===== config.mk =====
export PLATFORM = sky130hd
export DESIGN_NAME = mem_wb_stage
export DESIGN_NICKNAME = d
export VERILOG_FILES = /design/src/rtl/mem_wb_stage.sv
export SDC_FILE = /design/constraint.sdc
export NUM_CORES = 1
export LEC_CHECK = 0
export ABC_AREA = 1
export ABC_CLOCK_PERIOD_IN_PS = 1700
export BUFFER_PORTS_ARGS = -buffer_cell sky130_fd_sc_hd__buf_2
export CAP_MARGIN = 5
export CORE_ASPECT_RATIO = 0.75
export CORE_UTILIZATION = 51
export CTS_BUF_LIST = sky130_fd_sc_hd__clkbuf_2
export DETAILED_ROUTE_END_ITERATION = 10
export HOLD_SLACK_MARGIN = 0.12
export PLACE_DENSITY = 0.8
export SYNTH_ARGS = -nofsm -noshare
export SYNTH_HDL_FRONTEND = slang
export SYNTH_SLANG_ARGS = --single-unit

===== constraint.sdc =====
create_clock -name clk -period 1.7 [get_ports clk]
set_input_delay 0.255 -clock clk [delete_from_list [all_inputs] [get_ports clk]]
set_output_delay 0.255 -clock clk [all_outputs]
set_load 0.05 [all_outputs]

===== src/rtl/mem_wb_stage.sv =====
// mem_wb_stage: MEM/WB pipeline register and write-back stage.
// Captures the MEM result, aligns and extends Wishbone load data, holds the
// pipeline (via stallreq) while a load ack is outstanding, and drives the
// register-file write port that also feeds the forwarding path back to ID.
// LD_TIMEOUT must be smaller than 2**CNT_W so the wait counter can reach it.

module mem_wb_stage #(
    parameter int LD_TIMEOUT = 255,
    parameter int CNT_W      = 8
) (
    input  logic        clk,
    input  logic        rst,
    input  logic [5:0]  stall,
    input  logic        flush,
    input  logic [4:0]  mem_wd,
    input  logic        mem_wreg,
    input  logic [31:0] mem_wdata,
    input  logic [2:0]  mem_ld_op,
    input  logic [1:0]  mem_ld_addr_lo,
    input  logic        ld_valid,
    input  logic [31:0] ld_data,
    output logic        wb_we,
    output logic [4:0]  wb_waddr,
    output logic [31:0] wb_wdata,
    output logic        stallreq,
    output logic        ld_err
);

    // Load operation encodings; 6 and 7 fall through as non-loads.
    localparam logic [2:0] LD_NONE = 3'd0;
    localparam logic [2:0] LD_LB   = 3'd1;
    localparam logic [2:0] LD_LH   = 3'd2;
    localparam logic [2:0] LD_LW   = 3'd3;
    localparam logic [2:0] LD_LBU  = 3'd4;
    localparam logic [2:0] LD_LHU  = 3'd5;

    localparam logic [CNT_W-1:0] TIMEOUT_VAL = CNT_W'(LD_TIMEOUT);

    typedef enum logic {
        IDLE    = 1'b0,
        WAIT_LD = 1'b1
    } state_t;

    state_t           state_q, state_d;
    logic [CNT_W-1:0] cnt_q, cnt_d;
    logic [4:0]       wd_q, wd_d;
    logic [2:0]       op_q, op_d;
    logic [1:0]       lo_q, lo_d;
    logic             we_d;
    logic [4:0]       waddr_d;
    logic [31:0]      wdata_d;
    logic             err_d;

    logic             mem_is_load;
    logic             mem_misaligned;

    // Only the MEM and WB stall bits matter to this stage.
    logic unused_stall_bits;
    assign unused_stall_bits = ^stall[3:0];

    function automatic logic is_load(input logic [2:0] op);
        return (op == LD_LB) || (op == LD_LH) || (op == LD_LW) ||
               (op == LD_LBU) || (op == LD_LHU);
    endfunction

    function automatic logic is_half(input logic [2:0] op);
        return (op == LD_LH) || (op == LD_LHU);
    endfunction

    // Select the addressed byte/halfword of the little-endian word and extend it.
    function automatic logic [31:0] extend(input logic [2:0]  op,
                                           input logic [1:0]  lo,
                                           input logic [31:0] d);
        logic [7:0]  b;
        logic [15:0] h;
        logic [31:0] r;
        case (lo)
            2'd0:    b = d[7:0];
            2'd1:    b = d[15:8];
            2'd2:    b = d[23:16];
            default: b = d[31:24];
        endcase
        h = lo[1] ? d[31:16] : d[15:0];
        case (op)
            LD_LB:   r = {{24{b[7]}}, b};
            LD_LBU:  r = {24'd0, b};
            LD_LH:   r = {{16{h[15]}}, h};
            LD_LHU:  r = {16'd0, h};
            default: r = d;
        endcase
        return r;
    endfunction

    assign mem_is_load    = is_load(mem_ld_op);
    assign mem_misaligned = is_half(mem_ld_op) && mem_ld_addr_lo[0];

    // The core is frozen for as long as a load is waiting on its ack.
    assign stallreq = (state_q == WAIT_LD);

    // Next-state and next-output logic; every register holds unless changed.
    // While waiting on a load the stall vector is ignored: ctrl is stalling
    // because of us, and the bus ack must not be lost.
    always_comb begin
        state_d = state_q;
        cnt_d   = cnt_q;
        wd_d    = wd_q;
        op_d    = op_q;
        lo_d    = lo_q;
        we_d    = wb_we;
        waddr_d = wb_waddr;
        wdata_d = wb_wdata;
        err_d   = 1'b0;

        case (state_q)
            IDLE: begin
                if (stall[5]) begin
                    we_d = wb_we;
                end else if (stall[4] || flush) begin
                    we_d = 1'b0;
                end else if (!mem_is_load) begin
                    we_d    = mem_wreg && (mem_wd != 5'd0);
                    waddr_d = mem_wd;
                    wdata_d = mem_wdata;
                end else if (mem_misaligned) begin
                    we_d    = 1'b0;
                    waddr_d = mem_wd;
                    err_d   = 1'b1;
                end else if (ld_valid) begin
                    we_d    = mem_wreg && (mem_wd != 5'd0);
                    waddr_d = mem_wd;
                    wdata_d = extend(mem_ld_op, mem_ld_addr_lo, ld_data);
                end else begin
                    wd_d    = mem_wd;
                    op_d    = mem_ld_op;
                    lo_d    = mem_ld_addr_lo;
                    we_d    = 1'b0;
                    waddr_d = mem_wd;
                    cnt_d   = '0;
                    state_d = WAIT_LD;
                end
            end

            WAIT_LD: begin
                we_d = 1'b0;
                if (flush) begin
                    state_d = IDLE;
                end else if (ld_valid) begin
                    we_d    = (wd_q != 5'd0);
                    waddr_d = wd_q;
                    wdata_d = extend(op_q, lo_q, ld_data);
                    state_d = IDLE;
                end else if (cnt_q == TIMEOUT_VAL) begin
                    we_d    = (wd_q != 5'd0);
                    waddr_d = wd_q;
                    wdata_d = 32'd0;
                    err_d   = 1'b1;
                    state_d = IDLE;
                end else begin
                    cnt_d = cnt_q + CNT_W'(1);
                end
            end

            default: begin
                we_d    = 1'b0;
                state_d = IDLE;
            end
        endcase
    end

    // State, wait counter, latched load info and write-port registers.
    always_ff @(posedge clk) begin
        if (rst) begin
            state_q  <= IDLE;
            cnt_q    <= '0;
            wd_q     <= 5'd0;
            op_q     <= LD_NONE;
            lo_q     <= 2'd0;
            wb_we    <= 1'b0;
            wb_waddr <= 5'd0;
            wb_wdata <= 32'd0;
            ld_err   <= 1'b0;
        end else begin
            state_q  <= state_d;
            cnt_q    <= cnt_d;
            wd_q     <= wd_d;
            op_q     <= op_d;
            lo_q     <= lo_d;
            wb_we    <= we_d;
            wb_waddr <= waddr_d;
            wb_wdata <= wdata_d;
            ld_err   <= err_d;
        end
    end

endmodule


After elaboration in Yosys (flattened, before gate mapping)
Index checks and enable logic that the tools add are counted.

word-level totals
  register bits after elaboration = 58
  output and inout bits = 40
  word-level logic and storage cells = 112

operators by class
  add/sub/neg operators = 1
  equality and inequality tests = 25
  mux-type cells = 56
  bitwise gates (word level) = 5
  reductions and logical operators = 16

operators with widths
  operator             count
  $mux 32              8
  $pmux 32 s4          2
  $mux 8               8
  $pmux 32 s2          1
  $pmux 8 s3           2
  $mux 16              2
  $mux 5               5
  $mux 1               23
  $ne 2x2->1 const B   8
  $pmux 8 s2           1
  $eq 3x3->1 const B   4
  $reduce_and 6->1     2
  $pmux 5 s2           1
  $reduce_bool 5->1    2
  $eq 3x2->1 const B   3
  $add 8x1->8 const B  1
  $eq 8x8->1 const B   1
  $reduce_and 8->1     1
  $eq 3x1->1 const B   2
  $logic_or 1x1->1     6
  $ne 3x3->1 const B   2
  $pmux 1 s2           3
  $not 1->1            5
  $eq 2x1->1 const B   2
  5 further kinds      8

Depth between registers and ports, before layout
Gate-level depths: netlist of run 1.

  depth in word-level cells = 9
  mapped depth = 14
  mapped depth without buffers = 12

Worst setup path before layout of run 1
No wires, ideal clock.

  path kind = reg-to-reg
  from = register state_q (netlist: stallreq)
  to = register wb_wdata[27]
  arrival time = 1818 ps
  path slack = -227 ps
  stages on the path, launching flop included = 12
  path buffers = 4
  cell sequence = dfxtp_1 buf_4 inv_2 buf_6 o21ai_1 nand3b_4 nor2_4 buf_6 buf_12 nand3_2 nand2_1 inv_1

on the way
  word-level cells in the longest chain between the ends = 3

ends and longest elaborated chain
  item                                                RTL line  source
  start: declaration                                  44        state_t state_q, state_d;
  start signal: assignment                            183       state_q <= state_d;
  $not 1->1 (no line)                                 -
  $ne 3x3->1 (no line) or $ne 2x2->1 (tied branches)  -
  $reduce_and 6->1 (no line)                          -
  end signal: assignment                              190       wb_wdata <= wdata_d;
  end: declaration                                    24        output logic [31:0] wb_wdata,

Parallel ways exist; a longest one is shown, timed or not.
A chain may end at the register's enable or synchronous reset.

Worst setup path after layout of run 1
  from = register cnt_q[1]
  to = register wb_wdata[15]

on the way
  word-level cells in the longest chain between the ends = 3

ends and longest elaborated chain
  item                        RTL line  source
  start: declaration          45        logic [CNT_W-1:0] cnt_q, cnt_d;
  start signal: assignment    184       cnt_q <= cnt_d;
  $eq 8x8->1                  152       end else if (cnt_q == TIMEOUT_VAL) begin
  $ne 3x2->1 (no line)        -
  $reduce_and 6->1 (no line)  -

Every way passes these cells.

==> reports/results.ini, run 1 <==
[timing]
max_freq_ghz=0.587
tns_ps=-2.31
clock-skew-final_ps=25.1
timing.final.setup_violations=1
timing.final.crit_share=1.00
timing.final.max_slew_violations=0
grt_setup_unrepaired=true
tightest_slew_ps=338
final.min_clock_period_ps=1700
slew_headroom=0.775
timing_hold_violations_final=0
setup_slack_ps=-2.31

[synth]
synthesis.yosys.warnings=0
synth.ff_latch_count=58
post_synth_instance_area_um2=5020
synthesis.instances=917
proportion_of_synthesized_chip_area_in_sequential_cells=0.231
synth_top_area_share=0.231
synth_cell_type_count=33
netlist_top_cells_area=sky130_fd_sc_hd__dfxtp_1, sky130_fd_sc_hd__nand2_1, sky130_fd_sc_hd__nor2_1
synthesized_area_divided_by_synthesized_cell_count_um2=5.48
synthDominantAreaCellType=sky130_fd_sc_hd__dfxtp_1
synth.net_count=1003

[floorplan]
initial_standard_cell_utilization_of_the_core=0.539
die_y_um=87.9
fp.coreArea_um2=9310
core.rowCount=30
ios=125
die-area_um2=10300
floorplan.die.width_um=117

[route]
drtPass1Iterations=5
wire_per_inst_um=14.8
drt-vias-per-instance=5.39
route.detailed.drc=0
route.vias.total=6474
drt-initial-drc-count=591
wl_um=17700
antenna_left=0

[place]
detailedPlacementHpwl_um=12000
portBuffers=120
gp_congestion=1.01

[finish]
layout_overhead_on_the_synthesized_area_pct=30.9
antenna-diode-count=0
layout_commonest_cell=sky130_fd_sc_hd__nand2_1
final_core_utilization=0.706
multi_input_comb_area_um2=3380
num-fill-cells=872
post_route_cells_drive_above_1_share=0.242
design.final.nets=1155
most_frequent_cells_in_the_layout=sky130_fd_sc_hd__nand2_1, sky130_fd_sc_hd__nor2_1, sky130_fd_sc_hd__buf_2
ff_latch_area_um2=1170

[critical_path]
timing.critical_path.fanout_max=7
ff2ff_setup_slack_ps=-2
critPathLaunchType=flop
endpoint_kind=flop
data_arrival_time_of_the_critical_path_ps=2110
critical_path_required_ps=2110
worstSetupPathType=reg2reg

[clock_network]
numCtsBuffers=9
clock-sinks=58
htreeDepth=3
clk_pin_slew_worst_paths_ps=180
tritoncts_clock_tree=yes
cts_root_buffer=sky130_fd_sc_hd__clkbuf_2
worst_skew_pair.late_latency_ps=520
cts.path.max_buffers=2

[grt]
grt_first_pass_wirelength_um=27100
grt_antenna_before_repair=0
global_route_usage_sum=0.344
grt_max_degree=41
gr-total-overflow=0
number_of_global_route_vias_before_repair=5426

[run]
drv_cap=0

[power]
worst_ir_drop_vdd_uv=513
power.static_leakage_nw=3.34
power_per_cell_area_nw_per_um2=556

[status]
failed_checks=setup timing
status=finished with violations

[worst_hold_path]
min_path_type=in2reg

## logic make-up (layout without fill, tap and decap cells)
logic type,count (synthesis),after routing,share of synthesized area
AOI/OAI and AO/OA,161,161,0.168
xor gates and xnor gates,3,3,0.00523
adders and majority gates,1,1,0.00249
buffers and inverters,137,293,0.123
DFF,58,58,0.231
and+or+nand+nor,557,557,0.470
## area by class of cell
class                   instances  area share
clock inverters                 5     0.00704
repair buffers                191       0.218
clock buffers                  10     0.00761
flip-flops and latches         58       0.178
inverters                      87      0.0510
multi-input cells             722       0.514
well taps                     128      0.0244
## synth_stat cells
cell                       instances
sky130_fd_sc_hd__buf_6             4
sky130_fd_sc_hd__o21bai_1          1
sky130_fd_sc_hd__and3_1            1
sky130_fd_sc_hd__o21ai_2           1
sky130_fd_sc_hd__nand2_2           7
sky130_fd_sc_hd__dfxtp_1          58
sky130_fd_sc_hd__or2_0             1
sky130_fd_sc_hd__o211ai_1          9
sky130_fd_sc_hd__a31oi_1           6
sky130_fd_sc_hd__buf_4             9
sky130_fd_sc_hd__buf_12            1
sky130_fd_sc_hd__nor2_2            1
sky130_fd_sc_hd__xnor2_1           1
sky130_fd_sc_hd__clkbuf_1         17
sky130_fd_sc_hd__xor2_1            2
sky130_fd_sc_hd__nand3b_2          1
sky130_fd_sc_hd__o21ai_0          66
sky130_fd_sc_hd__buf_2            19
sky130_fd_sc_hd__nand4_1           9
sky130_fd_sc_hd__nand3b_4          2
sky130_fd_sc_hd__o21a_1            1
sky130_fd_sc_hd__ha_1              1
sky130_fd_sc_hd__inv_1            83
sky130_fd_sc_hd__nor2_1          195
sky130_fd_sc_hd__o21ai_1          13
sky130_fd_sc_hd__nand3_1          55
sky130_fd_sc_hd__nor2_4            3
sky130_fd_sc_hd__nand2_1         265
sky130_fd_sc_hd__nor3_1            3
sky130_fd_sc_hd__nand3b_1          1
sky130_fd_sc_hd__a21oi_1          64
sky130_fd_sc_hd__nand3_2          13
sky130_fd_sc_hd__inv_2             4
## metal layers
| layer | routed length (µm) | vias to the layer above | part of all wire | track usage |
|---|---|---|---|---|
| met5 | 0 | - | 0 | 0 |
| met4 | 359 | 0 | 0.020 | 0.108 |
| met3 | 1950 | 36 | 0.11 | 0.0775 |
| met2 | 7580 | 369 | 0.43 | 0.520 |
| met1 | 7850 | 2850 | 0.44 | 0.485 |
| li1 | - | 3219 | - | - |
## registers in the layout, summed over array words and instances, names as in the netlist
register  cells
wd_q          5
wb_we         1
lo_q          2
wb_wdata     32
stallreq      1
op_q          3
cnt_q         8
wb_waddr      5
ld_err        1
## report_power, final
part           switching (mW)  internal [mW]
Sequential             0.0353           1.42
Combinational           0.873          0.485
Clock                   0.521          0.322
Total                    1.43           2.22
## worst max-delay path: stages, from the launching register on
cell                       delay (ps)
sky130_fd_sc_hd__dfxtp_2          390
sky130_fd_sc_hd__ha_4             150
sky130_fd_sc_hd__inv_4             40
sky130_fd_sc_hd__nor2_4            80
sky130_fd_sc_hd__nand2_2           70
sky130_fd_sc_hd__nand2_2           80
sky130_fd_sc_hd__nand3b_4          90
sky130_fd_sc_hd__nor2_4           160
sky130_fd_sc_hd__buf_12           180
sky130_fd_sc_hd__buf_12           140
sky130_fd_sc_hd__nand2_2           60
sky130_fd_sc_hd__nor2_1           110
sky130_fd_sc_hd__nor2_1            50
## per-stage QoR
step	cells	power [mW]	area (µm²)	hold WS (ps)	worst slack (ps)
floorplan	917	2.30	5020	403	31.6
global route	1201	3.86	6570	126	-106
detailed placement	1155	2.68	5890	470	-125
global placement	1155	2.67	5890	459	-42.6
finish	1201	3.65	6570	133	-2.31
CTS	1192	3.57	6320	120	10.9
## path summary, 6_finish.rpt
path | start | end | cells after the start
min | mem_wdata[6] | wb_wdata[6] | 7
max reg2reg | cnt_q[1] | wb_wdata[15] | 12
max | cnt_q[1] | wb_wdata[15] | 12
min reg2reg | cnt_q[3] | cnt_q[3] | 2
## repair_timing
item	4_1_cts	5_1_grt
hold buffers	14	0
setup endpoints to repair	26	41
hold endpoints to repair	19	0
cloned	3	4
pin swaps	4	24
resized for setup	17	45
setup buffers	5	7
Note: power is estimated with default switching activity, not from simulation.
==> run 2: changes to the inputs <==
Settings changed: ABC_AREA 1 to 0, CORE_UTILIZATION 51 to 50, PLACE_DENSITY 0.8 to 0.79.
==> reports/results.ini, run 2 <==
[critical_path]
endpoint_kind=flop
critPathLaunchType=flop
regToRegStartpoint=cnt_q[1]
data_arrival_time_of_the_critical_path_ps=2320  ; +210 ps
r2r.worst_path.cells=8  ; -4
ff2ff_setup_slack_ps=-210  ; -200 ps
path_cells=ha_4 -> nand3_2 -> or2_4 -> a211oi_4 -> buf_6 -> and2_4 -> buf_12 -> a311oi_1
timing.critical_path.fanout_max=16  ; +9
slowest_delay_ps=400  ; about the same
path_buf_inv=2  ; -1
critical-path-top-delay-family=simple AND/OR/NAND/NOR gates
slowest_stage=sky130_fd_sc_hd__dfxtp_2
worst_r2r_endpoint=wb_wdata[18]
critical_path_required_ps=2120  ; about the same
worstSetupPathType=reg2reg

[worst_hold_path]
min_path_cells=4  ; -3
min-delay-start=mem_wdata[2]
min_path_type=in2reg
holdPathEnd=wb_wdata[2]

[status]
failed_checks=setup timing
status=finished with violations

[place]
portBuffers=120  ; unchanged
gp_congestion=1.04  ; +2.8%
detailedPlacementHpwl_um=14300  ; +19%

[finish]
layout_commonest_cell=sky130_fd_sc_hd__buf_2
post_route_cells_drive_above_1_share=0.425  ; +0.183
largest_register=wb_wdata
final_core_utilization=0.763  ; +0.0565
top_regs=wb_wdata (32), cnt_q (8)
layout_overhead_on_the_synthesized_area_pct=47.2
num-fill-cells=657  ; -25%
largest_register_ff_count=32  ; unchanged
most_frequent_cells_in_the_layout=sky130_fd_sc_hd__buf_2, sky130_fd_sc_hd__buf_4, sky130_fd_sc_hd__a21oi_1
design.final.nets=889  ; -23%
antenna-diode-count=0  ; unchanged

[grt]
grt.met3_usage=0.137  ; +0.0596
grt_first_pass_wirelength_um=31600  ; +17%
gr-total-overflow=0  ; unchanged
grt_antenna_before_repair=0  ; unchanged
global_route_track_usage_on_met1=0.580  ; +0.0958
global_route.usage.met2=0.607  ; +0.0875
global_route_usage_sum=0.422  ; +0.0777
grt_busiest_layer=met2
number_of_global_route_vias_before_repair=5875  ; +8.3%
grt_max_degree=33  ; -20%

[route]
drt-vias-per-instance=6.64  ; +23%
antenna_left=0  ; unchanged
route.vias.total=6213  ; -4.0%
route.detailed.drc=0  ; unchanged
wire_per_inst_um=22.3  ; +51%
drt-initial-drc-count=782  ; +32%
drtPass1Iterations=5  ; unchanged
wl_um=20800  ; +17%

[timing]
timing.final.crit_share=1.12  ; +0.120
timing_hold_violations_final=0  ; unchanged
tightest_slew_ps=584  ; +247 ps
slew_headroom=0.609  ; -0.166
tns_ps=-6140  ; -6140 ps
timing.final.max_slew_violations=0  ; unchanged
grt_setup_unrepaired=true
clock-skew-final_ps=36.1  ; +11.0 ps
timing.final.setup_violations=40  ; +39
setup_slack_ps=-206  ; -203 ps
final.min_clock_period_ps=1910  ; +203 ps
max_freq_ghz=0.525  ; -11%

[synth]
synth_top_cells_by_count=sky130_fd_sc_hd__a21oi_1, sky130_fd_sc_hd__dfxtp_1, sky130_fd_sc_hd__nor2_1, sky130_fd_sc_hd__o21ai_0, sky130_fd_sc_hd__a311oi_1
postSynth.asyncResetShare=0  ; unchanged
synth-edff-count=0  ; unchanged
synthesis.instances=571  ; -38%
synthMostInstantiatedCell=sky130_fd_sc_hd__a21oi_1
post_synth_instance_area_um2=4730  ; -5.9%
netlist_top_cells_area=sky130_fd_sc_hd__dfxtp_1, sky130_fd_sc_hd__a21oi_1, sky130_fd_sc_hd__mux4_2
synth_top_area_share=0.246  ; +0.0144
synthDominantAreaCellType=sky130_fd_sc_hd__dfxtp_1
synthesized_area_divided_by_synthesized_cell_count_um2=8.28  ; +51%
postSynth.topFlopCell=sky130_fd_sc_hd__dfxtp_1
synthesis.yosys.warnings=0  ; unchanged
proportion_of_synthesized_chip_area_in_sequential_cells=0.246  ; +0.0144
synth.net_count=657  ; -34%
synth.ff_latch_count=58  ; unchanged
synth_cell_type_count=64  ; +94%

[power]
power.sequential.fraction=0.370  ; -0.027
worst_ir_drop_vdd_uv=377  ; -26%
power.static_leakage_nw=2.76  ; -17%
power.share.switching=0.364  ; -0.0271
p_int_mw=2.45  ; +10%
switchingPower_mw=1.40  ; -1.9%
power_per_cell_area_nw_per_um2=553  ; -0.43%
p_comb_frac=0.352  ; -0.020
clkPwrFrac=0.278  ; +0.047

[floorplan]
fp.coreArea_um2=9120  ; -2.0%
die-area_um2=9850  ; -3.9%
floorplan.die.width_um=114  ; -2.0%
core.rowCount=30  ; unchanged
initial_standard_cell_utilization_of_the_core=0.518  ; -0.0213
die_y_um=86.2  ; -2.0%
ios=125  ; unchanged

[run]
drv_cap=0  ; unchanged

[clock_network]
htreeDepth=3  ; unchanged
clk_pin_slew_worst_paths_ps=210  ; +30 ps
cts.path.max_buffers=2  ; unchanged
numCtsBuffers=9  ; unchanged
worst_skew_pair.late_latency_ps=550  ; +30 ps
clock-sinks=58  ; unchanged
cts_root_buffer=sky130_fd_sc_hd__clkbuf_2
tritoncts_clock_tree=yes

run 2: timing repair:
| action | 4_1_cts | 5_1_grt |
|---|---|---|
| pin swaps | 16 | 11 |
| resized for setup | 35 | 10 |
| hold buffers | 32 | 1 |
| setup buffers | 7 | 2 |
| cloned | 4 | 1 |
| hold endpoints to repair | 33 | 1 |
| endpoints found under the setup margin | 44 | 46 |
run 2: final cells by class:
class	instances	area, µm²	area share
inverter	12	45.0	0.00647
timing repair buffer	278	2050	0.295
multi-input combinational	444	3400	0.488
clock buffer	9	45.0	0.00647
clock inverter	6	82.6	0.0119
tap	128	160	0.0230
sequential	58	1170	0.169
run 2: per-layer routing:
| layer | wire, µm | vias to the layer above |
|---|---|---|
| met3 | 2980 | 94 |
| met1 | 8300 | 2908 |
| met4 | 743 | 0 |
| li1 | - | 2698 |
| met2 | 8800 | 513 |
| met5 | 0 | - |
run 2: worst reg2reg max path, delay by kind of cell, from the launching register on:
kind	cells	cell delay, ps
flip-flops	1	400
AO/OA/AOI/OAI	2	380
AND/OR/NAND/NOR	3	530
buffers and inverters	2	340
adder cells (fa/ha/maj)	1	140
run 2: metrics by stage:
step           power, mW  std cells  setup slack (ps)  cell area (µm²)  hold WS [ps]
2_1_floorplan       2.13        571              -109             4770           391
3_3_place_gp        2.59        874              -246             6140           444
3_5_place_dp        2.62        874              -318             6140           465
4_1_cts             3.77        932              -156             6890           120
5_1_grt             3.96        935              -248             6960           131
6_report            3.85        935              -206             6960           127
run 2: worst max path at each step:
| stage | from | end | slack, ps | cells past startpoint |
|---|---|---|---|---|
| floorplan | cnt_q[1] | wb_wdata[15] | -110 | 8 |
| global placement | ld_data[23] | wb_wdata[15] | -250 | 7 |
| detailed placement | lo_q[1] | wb_wdata[18] | -320 | 6 |
| CTS | cnt_q[1] | wb_wdata[1] | -160 | 9 |
| global route | cnt_q[1] | wb_wdata[30] | -250 | 8 |
| finish | cnt_q[1] | wb_wdata[18] | -210 | 8 |
run 2: kinds of logic after synthesis:
logic type | count (synthesis) | synth area share
multiplexers | 49 | 0.145
adder cells (fa/ha/maj) | 1 | 0.00265
AND/OR/NAND/NOR | 140 | 0.148
buffers and inverters | 71 | 0.0834
AO/OA/AOI/OAI | 243 | 0.358
XOR/XNOR | 9 | 0.0167
flip-flops | 58 | 0.246
run 2: power by group through the flow:
stage | clock network, mW | registers, mW | logic [mW]
2_1_floorplan | 0 | 1.57 | 0.555
3_3_place_gp | 0 | 1.45 | 1.14
3_5_place_dp | 0 | 1.45 | 1.17
4_1_cts | 1.07 | 1.42 | 1.29
5_1_grt | 1.12 | 1.43 | 1.41
6_report | 1.07 | 1.42 | 1.36
